## src/rtl/fifo_read_streamer.sv

```systemverilog
// fifo_read_streamer: read-domain drain engine for the dual-clock FIFO.
// Issues read enables against fifo_empty, absorbs the FIFO's one-cycle read
// latency and presents the data as a valid/ready stream through a 2-entry
// skid buffer. It also counts the delivered beats.
// Optional build macro FIFO_STREAM_LAST_EN enables packet framing on m_last
// (a boundary every PKT_LEN beats). Without it, m_last is tied low.
module fifo_read_streamer #(
  parameter int unsigned DATA_WIDTH = 8,
  parameter int unsigned CNT_WIDTH  = 16,
  parameter int unsigned PKT_LEN    = 4
) (
  input  logic                  rclk,
  input  logic                  rrst,
  input  logic                  fifo_empty,
  input  logic [DATA_WIDTH-1:0] fifo_rdata,
  output logic                  fifo_ren,
  output logic                  m_valid,
  input  logic                  m_ready,
  output logic [DATA_WIDTH-1:0] m_data,
  output logic                  m_last,
  output logic [CNT_WIDTH-1:0]  beat_cnt
);

  localparam int unsigned OCC_W = 2;
  localparam int unsigned SUM_W = 3;

  logic [OCC_W-1:0]      occ;
  logic [OCC_W-1:0]      occ_nxt;
  logic                  inflight;
  logic [DATA_WIDTH-1:0] head;
  logic [DATA_WIDTH-1:0] tail;
  logic [DATA_WIDTH-1:0] head_nxt;
  logic [DATA_WIDTH-1:0] tail_nxt;
  logic                  pop;
  logic                  push;

  assign m_valid = (occ != OCC_W'(0));
  assign m_data  = head;
  assign pop     = m_valid & m_ready;
  assign push    = inflight;

  // Read only while the buffer plus the in-flight beat leaves room after this cycle's pop
  always_comb begin
    fifo_ren = 1'b0;
    if (!rrst && !fifo_empty &&
        ((SUM_W'(occ) + SUM_W'(inflight)) < (SUM_W'(2) + SUM_W'(pop)))) begin
      fifo_ren = 1'b1;
    end
  end

  // Skid buffer next state: head is the oldest beat, tail the second one
  always_comb begin
    occ_nxt  = occ;
    head_nxt = head;
    tail_nxt = tail;
    case ({push, pop})
      2'b10: begin
        occ_nxt = occ + OCC_W'(1);
        if (occ == OCC_W'(0)) begin
          head_nxt = fifo_rdata;
        end else begin
          tail_nxt = fifo_rdata;
        end
      end
      2'b01: begin
        occ_nxt  = occ - OCC_W'(1);
        head_nxt = tail;
      end
      2'b11: begin
        if (occ == OCC_W'(1)) begin
          head_nxt = fifo_rdata;
        end else begin
          head_nxt = tail;
          tail_nxt = fifo_rdata;
        end
      end
      default: begin
      end
    endcase
  end

  // State registers; reset drops buffered and in-flight beats (FIFO cannot rewind)
  always_ff @(posedge rclk) begin
    if (rrst) begin
      occ      <= '0;
      inflight <= 1'b0;
      head     <= '0;
      tail     <= '0;
      beat_cnt <= '0;
    end else begin
      occ      <= occ_nxt;
      inflight <= fifo_ren;
      head     <= head_nxt;
      tail     <= tail_nxt;
      if (pop) begin
        beat_cnt <= beat_cnt + CNT_WIDTH'(1);
      end
    end
  end

  // Sanity checks: buffer overflow is a design error, packet length must be legal
  always_ff @(posedge rclk) begin
    if (rrst) begin
      assert (PKT_LEN >= 1) else $error("fifo_read_streamer: PKT_LEN must be >= 1");
    end else begin
      assert (!(push && !pop && (occ == OCC_W'(2))))
        else $error("fifo_read_streamer: skid buffer overflow");
    end
  end

`ifdef FIFO_STREAM_LAST_EN
  localparam int unsigned PKT_W = (PKT_LEN > 1) ? $clog2(PKT_LEN) : 1;

  logic [PKT_W-1:0] pkt_idx;

  // Position of the head beat within its packet
  always_ff @(posedge rclk) begin
    if (rrst) begin
      pkt_idx <= '0;
    end else if (pop) begin
      if (pkt_idx == PKT_W'(PKT_LEN - 1)) begin
        pkt_idx <= '0;
      end else begin
        pkt_idx <= pkt_idx + PKT_W'(1);
      end
    end
  end

  assign m_last = m_valid & (pkt_idx == PKT_W'(PKT_LEN - 1));
`else
  assign m_last = 1'b0;
`endif

endmodule
```

## config.mk

```make
export PLATFORM = sky130hd
export DESIGN_NAME = fifo_read_streamer
export DESIGN_NICKNAME = d
export VERILOG_FILES = /design/src/rtl/fifo_read_streamer.sv
export SDC_FILE = /design/constraint.sdc
export NUM_CORES = 1
export LEC_CHECK = 0
export CELL_PAD_IN_SITES_DETAIL_PLACEMENT = 0
export CELL_PAD_IN_SITES_GLOBAL_PLACEMENT = 1
export CORE_AREA = 2 2 67 75
export CTS_CLUSTER_SIZE = 25
export DETAILED_ROUTE_END_ITERATION = 8
export DIE_AREA = 0 0 69 77
export PLACE_DENSITY_LB_ADDON = 0.1
export SLEW_MARGIN = 25
export SYNTH_ARGS = -nofsm -noshare
export SYNTH_HDL_FRONTEND = slang
export SYNTH_SLANG_ARGS = --single-unit
```

## constraint.sdc

```tcl
create_clock -name rclk -period 2.65 [get_ports rclk]
set_input_delay 0.53 -clock rclk [delete_from_list [all_inputs] [get_ports rclk]]
set_output_delay 0.53 -clock rclk [all_outputs]
set_load 0.01 [all_outputs]
```

# [Yosys cells after proc, flatten, opt, wreduce, memory -nomap -nowiden]
# Cells that the tools add are included.
[totals] ff_bits=35 output_inout_bits=27 wordCells=38
[op_classes] addsub=5 magnitude_cmp=1 eq_ne=7 n_mux=8 bitwise_logic=1 reduce_logical=11
[ops] op="$mux 8" n=4
[ops] op="$pmux 8 s3" n=1
[ops] op="$add 16x1->16 const B" n=1
[ops] op="$pmux 8 s2" n=1
[ops] op="$ne 2x2->1 const B" n=3
[ops] op="$reduce_bool 2->1" n=3
[ops] op="$eq 2x1->1 const B" n=2
[ops] op="$eq 2x2->1 const B" n=2
[ops] op="$pmux 2 s2" n=1
[ops] op="$add 2x1->3" n=1
[ops] op="$add 2x1->3 const A" n=1
[ops] op="$lt 3x3->1" n=1
[ops] op="$reduce_and 3->1" n=1
[ops] op="$reduce_bool 3->1" n=1
[ops] op="$add 2x1->2 const B" n=1
[ops] op="$logic_and 1x1->1" n=2
[ops] op="$logic_not 1->1" n=2
[ops] op="$logic_not 2->1" n=1
[ops] op="$reduce_and 2->1" n=1
[ops] op="$sub 2x1->2 const B" n=1
[ops] op="$and 1x1->1" n=1
[ops] op="$mux 1" n=1

# [Logic depth before layout (Yosys ltp)]
[depth] word_depth=6 mapped_depth=7 ltp_nobuf=6

# [Worst setup path after synthesis]
# OpenSTA, ideal clock, no wires.
[synth_path] path_type="flip-flop to output port" from="register occ[0]" to="output port fifo_ren" arrival_time_ns=1.618 setup_slack_ns=0.502 path_stages_with_launch=7 n_path_buf=1 path_cell_list="dfxtp_1 -> inv_1 -> ha_1 -> nand2b_1 -> clkbuf_1 -> o21ai_1 -> nor4b_1"
[synth_via] elab_chain_cells=6 elab_cells_between_ends=7
[synth_lines] item="from (decl)" line="27" source="logic [OCC_W-1:0] occ;"
[synth_lines] item="from (signal assigned)" line="91" source="occ <= occ_nxt;"
[synth_lines] item="$reduce_bool 2->1" line="37" source="assign m_valid = (occ != OCC_W'(0));"
[synth_lines] item="$and 1x1->1" line="39" source="assign pop = m_valid & m_ready;"
[synth_lines] item="$add 2x1->3" line="46" source="((SUM_W'(occ) + SUM_W'(inflight)) < (SUM_W'(2) + SUM_W'(pop)))) begin"
[synth_lines] item="$lt 3x3->1 (*)" line="46"
[synth_lines] item="$logic_and 1x1->1 (*)" line="45" source="if (!rrst && !fifo_empty &&"
[synth_lines] item="$mux 1 (*)" line="45"
[synth_lines] item="to (decl)" line="16" source="output logic fifo_ren,"
# Mark *: on every way between the ends. The rest lies on a longest branch, timed or not.

# [Worst setup path after layout]
# Ends and elaborated chain as after synthesis.

==> flow_summary.html <==
<table>
<tr><th>Metric</th><th>Value</th></tr>
<tr><th colspan="2">Power</th></tr>
<tr><td>Sw Ratio</td><td>34.2%</td></tr>
<tr><td>Relative contribution of sequential cells to total power</td><td>38.7%</td></tr>
<tr><td>PwrDens</td><td>821 nW/um^2</td></tr>
<tr><td>Total power after layout</td><td>1.74 mW</td></tr>
<tr><td>Total internal power</td><td>1.15 mW</td></tr>
<tr><td>Maximum resistive drop on vdd</td><td>448 uV</td></tr>
<tr><td>Switching pwr</td><td>0.597 mW</td></tr>
<tr><td>Total leakage power</td><td>0.748 nW</td></tr>
<tr><td>Share of power burned in combinational logic</td><td>40.3%</td></tr>
<tr><td>Clk network pwr share</td><td>21.0%</td></tr>
<tr><th colspan="2">Finish</th></tr>
<tr><td>Summed area of non-filler cells in the final layout</td><td>2130 um^2</td></tr>
<tr><td># nets final</td><td>238</td></tr>
<tr><td>Commonest non-fill, non-tap cell in the layout</td><td>sky130_fd_sc_hd__clkdlybuf4s50_1</td></tr>
<tr><td>Number of antenna diodes</td><td>0</td></tr>
<tr><td>Fraction of final layout cells with drive strength greater than 1</td><td>7.69%</td></tr>
<tr><td>Post-layout instance count excluding filler cells</td><td>277</td></tr>
<tr><td>Area added between synthesis and finish</td><td>32.9%</td></tr>
<tr><td>Finished Core Util</td><td>46.7%</td></tr>
<tr><td>Top library cells by usage in the layout, fill and taps aside</td><td>sky130_fd_sc_hd__clkdlybuf4s50_1 (36), sky130_fd_sc_hd__dfxtp_1 (35), sky130_fd_sc_hd__nor3_1 (21), sky130_fd_sc_hd__nor2_1 (21), sky130_fd_sc_hd__nand2_1 (13)</td></tr>
<tr><th colspan="2">Timing</th></tr>
<tr><td>Slew of the pin with the lowest slew margin</td><td>504 ps</td></tr>
<tr><td>Total negative slack</td><td>0 ps</td></tr>
<tr><td>Fin crit period</td><td>2410 ps</td></tr>
<tr><td>Worst slew margin</td><td>66.4%</td></tr>
<tr><td>Final setup violation count</td><td>0</td></tr>
<tr><td>Maximum achievable frequency</td><td>415 MHz</td></tr>
<tr><td>Setup slack after layout</td><td>239 ps</td></tr>
<tr><td>RSZ-0062 raised after global routing</td><td>no</td></tr>
<tr><td>Worst setup skew after layout</td><td>5.74 ps</td></tr>
<tr><td>Smallest hold slack</td><td>497 ps</td></tr>
<tr><td>Count of endpoints failing hold in the final timing report</td><td>0</td></tr>
<tr><td>Share of the cycle needed by the critical path after routing</td><td>91.0%</td></tr>
<tr><td>Max Transition Viols Final</td><td>0</td></tr>
<tr><th colspan="2">Route</th></tr>
<tr><td>Met2 routed wirelength</td><td>1720 um</td></tr>
<tr><td>Remaining DRCs</td><td>0</td></tr>
<tr><td>Met1 WL</td><td>1680 um</td></tr>
<tr><td>Antenna Nets Post-Route</td><td>0</td></tr>
<tr><td>Avg Vias per Cell</td><td>5.04</td></tr>
<tr><td>Highest metal layer with signal wires</td><td>met4</td></tr>
<tr><td>Number of iterations in the first detailed-routing pass</td><td>4</td></tr>
<tr><td>Number of DRC markers after the initial detailed-route iteration</td><td>94</td></tr>
<tr><td>Metal3 WL</td><td>170 um</td></tr>
<tr><td>Wire length after detailed routing</td><td>3630 um</td></tr>
<tr><td>Detail-routed net length per standard cell</td><td>13.1 um</td></tr>
<tr><td>Count of vias placed by the detailed router</td><td>1396</td></tr>
<tr><th colspan="2">Clock tree</th></tr>
<tr><td>Setup Buffers After CTS</td><td>0</td></tr>
<tr><td>Hold-fix buffer count after cts</td><td>0</td></tr>
<tr><td>CTS tree</td><td>done</td></tr>
<tr><td>Max H-tree Level</td><td>2</td></tr>
<tr><td>Clock latency of the later-clocked register in the worst-skew pair</td><td>280 ps</td></tr>
<tr><td>Root cell of the clock tree</td><td>sky130_fd_sc_hd__clkbuf_8</td></tr>
<tr><td>Sink Count</td><td>35</td></tr>
<tr><td>Clock transition time at the flip-flop clock pins of the worst setup and hold paths</td><td>70 ps</td></tr>
<tr><td>Clock buffer count from CTS</td><td>5</td></tr>
<tr><td>Post-CTS sizing</td><td>1</td></tr>
<tr><td>Worst-case clock buffer depth</td><td>2</td></tr>
<tr><th colspan="2">Setup path</th></tr>
<tr><td>Startpoint type of the worst setup path</td><td>register</td></tr>
<tr><td>Critical setup path kind</td><td>register to output pin</td></tr>
<tr><td>CP Data Required Time</td><td>2120 ps</td></tr>
<tr><td>Crit path max fanout</td><td>6</td></tr>
<tr><td>Category of the worst setup path capture point</td><td>output pin</td></tr>
<tr><td>Arrival time of the worst setup path</td><td>1880 ps</td></tr>
<tr><th colspan="2">Place</th></tr>
<tr><td>Setup Slack @ Placement</td><td>76.1 ps</td></tr>
<tr><td>Global placement routability congestion</td><td>0.696</td></tr>
<tr><td>Instance count after placement with tap cells included</td><td>269</td></tr>
<tr><td>Placed cell area</td><td>2050 um^2</td></tr>
<tr><td>Count of buffers inserted at the top-level ports</td><td>37</td></tr>
<tr><td>Final HPWL from detailed placement</td><td>2630 um</td></tr>
<tr><th colspan="2">Global route</th></tr>
<tr><td>Maximum number of pins on one net before global-route repair</td><td>36</td></tr>
<tr><td>Number of antenna violations at the first check in global routing</td><td>0</td></tr>
<tr><td>Gr ovfl total</td><td>0</td></tr>
<tr><td>Global-route wire length before repair</td><td>6380 um</td></tr>
<tr><td>Global routing usage summed across all routing layers</td><td>14.8%</td></tr>
<tr><td>Via count of the first global-routing pass</td><td>1342</td></tr>
<tr><th colspan="2">Synth</th></tr>
<tr><td>Number of flops mapped to enable cells by yosys</td><td>0</td></tr>
<tr><td>Synthesized instance count</td><td>179</td></tr>
<tr><td>Number of nets in the synthesized netlist</td><td>197</td></tr>
<tr><td>Fraction of synthesis flops using an asynchronous set or reset pin</td><td>0%</td></tr>
<tr><td>Average cell area after synthesis</td><td>8.93 um^2</td></tr>
<tr><td>Unique cell type count in the Yosys netlist</td><td>36</td></tr>
<tr><td>Count of synthesis-stage warnings from yosys</td><td>0</td></tr>
<tr><td>Number of flip-flops and latches in the synthesized netlist</td><td>35</td></tr>
<tr><td>Sequential fraction of the synthesis area</td><td>43.8%</td></tr>
<tr><td>Most instantiated flip-flop cell in the synthesis netlist</td><td>sky130_fd_sc_hd__dfxtp_1</td></tr>
<tr><td>Cell area after synthesis</td><td>1600 um^2</td></tr>
<tr><th colspan="2">Floorplanning</th></tr>
<tr><td>Starting density of the core</td><td>35.1%</td></tr>
<tr><td>Core Box Area</td><td>4550 um^2</td></tr>
<tr><td># IOs</td><td>39</td></tr>
<tr><td>Die height</td><td>77 um</td></tr>
<tr><td>Horizontal die dimension</td><td>69 um</td></tr>
<tr><td>Placement Rows</td><td>26</td></tr>
<tr><td>Area of the die</td><td>5310 um^2</td></tr>
<tr><th colspan="2">Worst hold path</th></tr>
<tr><td>HP Class</td><td>register to register</td></tr>
<tr><th colspan="2">Run</th></tr>
<tr><td>Max_cap viols</td><td>0</td></tr>
<tr><th colspan="2">Status</th></tr>
<tr><td>Result of the run</td><td>complete, no violations</td></tr>
</table>
## power by group through the flow
stage               registers, mW  logic (mW)  clock network [mW]
detailed placement          0.689       0.707                   0
finish                      0.676       0.704               0.366
global placement            0.683       0.701                   0
global route                0.689       0.791               0.411
floorplan                   0.704       0.400                   0
CTS                         0.678       0.709               0.376
## cell usage after synthesis (2+ instances only)
cell                       instances  share of area [%]
sky130_fd_sc_hd__a21oi_1           7                2.2
sky130_fd_sc_hd__and3_1            2               0.78
sky130_fd_sc_hd__buf_1             2               0.47
sky130_fd_sc_hd__clkbuf_1          5                1.2
sky130_fd_sc_hd__dfxtp_1          35                 44
sky130_fd_sc_hd__ha_1              6                4.7
sky130_fd_sc_hd__inv_1             6                1.4
sky130_fd_sc_hd__mux2i_1           8                5.0
sky130_fd_sc_hd__nand2_1          13                3.1
sky130_fd_sc_hd__nand3_2           2                1.3
sky130_fd_sc_hd__nand4_1           5                2.0
sky130_fd_sc_hd__nor2_1           21                4.9
sky130_fd_sc_hd__nor3_1           21                6.6
sky130_fd_sc_hd__nor4_1            3                1.2
sky130_fd_sc_hd__nor4b_1           2                1.1
sky130_fd_sc_hd__o22ai_1           8                3.1
sky130_fd_sc_hd__or3_1             2               0.78
sky130_fd_sc_hd__xnor2_1          11                6.0
sky130_fd_sc_hd__xor2_1            3                1.6
## flip-flops by register name, summed over array words and instances, names as in the netlist
signal    count
beat_cnt     16
m_data        8
tail          8
inflight      1
occ           2
## routing by layer
| layer | vias up | global-route usage, % |
|---|---|---|
| met4 | 0 | 5.88 |
| met2 | 36 | 23.9 |
| met1 | 640 | 18.1 |
| met3 | 6 | 4.60 |
| met5 | - | 0 |
| li1 | 714 | - |
## logic make-up after synthesis
kind of cell | Yosys count | share of synthesized area (%)
other cells | 1 | 0.235
mux | 8 | 5.01
fa+ha+maj | 6 | 4.69
compound gates | 20 | 7.36
simple gates | 80 | 27.4
buf+inv | 15 | 3.83
flops | 35 | 43.8
xor+xnor | 14 | 7.67
## final timing paths
check,startpoint,end,slack [ps],depth (start not counted)
max,occ[0],fifo_ren,240,6
min,beat_cnt[15],beat_cnt[15],500,2
max reg2reg,occ[0],beat_cnt[14],640,6
min reg2reg,beat_cnt[15],beat_cnt[15],500,2
## area by class of cell
type | instances | area [um^2]
Tap cell | 56 | 70.1
Clock buffer | 7 | 76.3
Sequential cell | 35 | 701
Multi-Input combinational cell | 129 | 837
Clock inverter | 1 | 5.00
Timing Repair Buffer | 43 | 414
Inverter | 6 | 22.5
Fill cell | 467 | 2430
## critical path, cell delays in order, from the launching register on
cell	delay (ps)
sky130_fd_sc_hd__dfxtp_1	390
sky130_fd_sc_hd__inv_1	90
sky130_fd_sc_hd__ha_1	280
sky130_fd_sc_hd__nand2b_1	190
sky130_fd_sc_hd__o21ai_1	130
sky130_fd_sc_hd__nor4b_1	220
sky130_fd_sc_hd__dlygate4sd2_1	300
No activity file was read; power rests on OpenSTA's default activity.
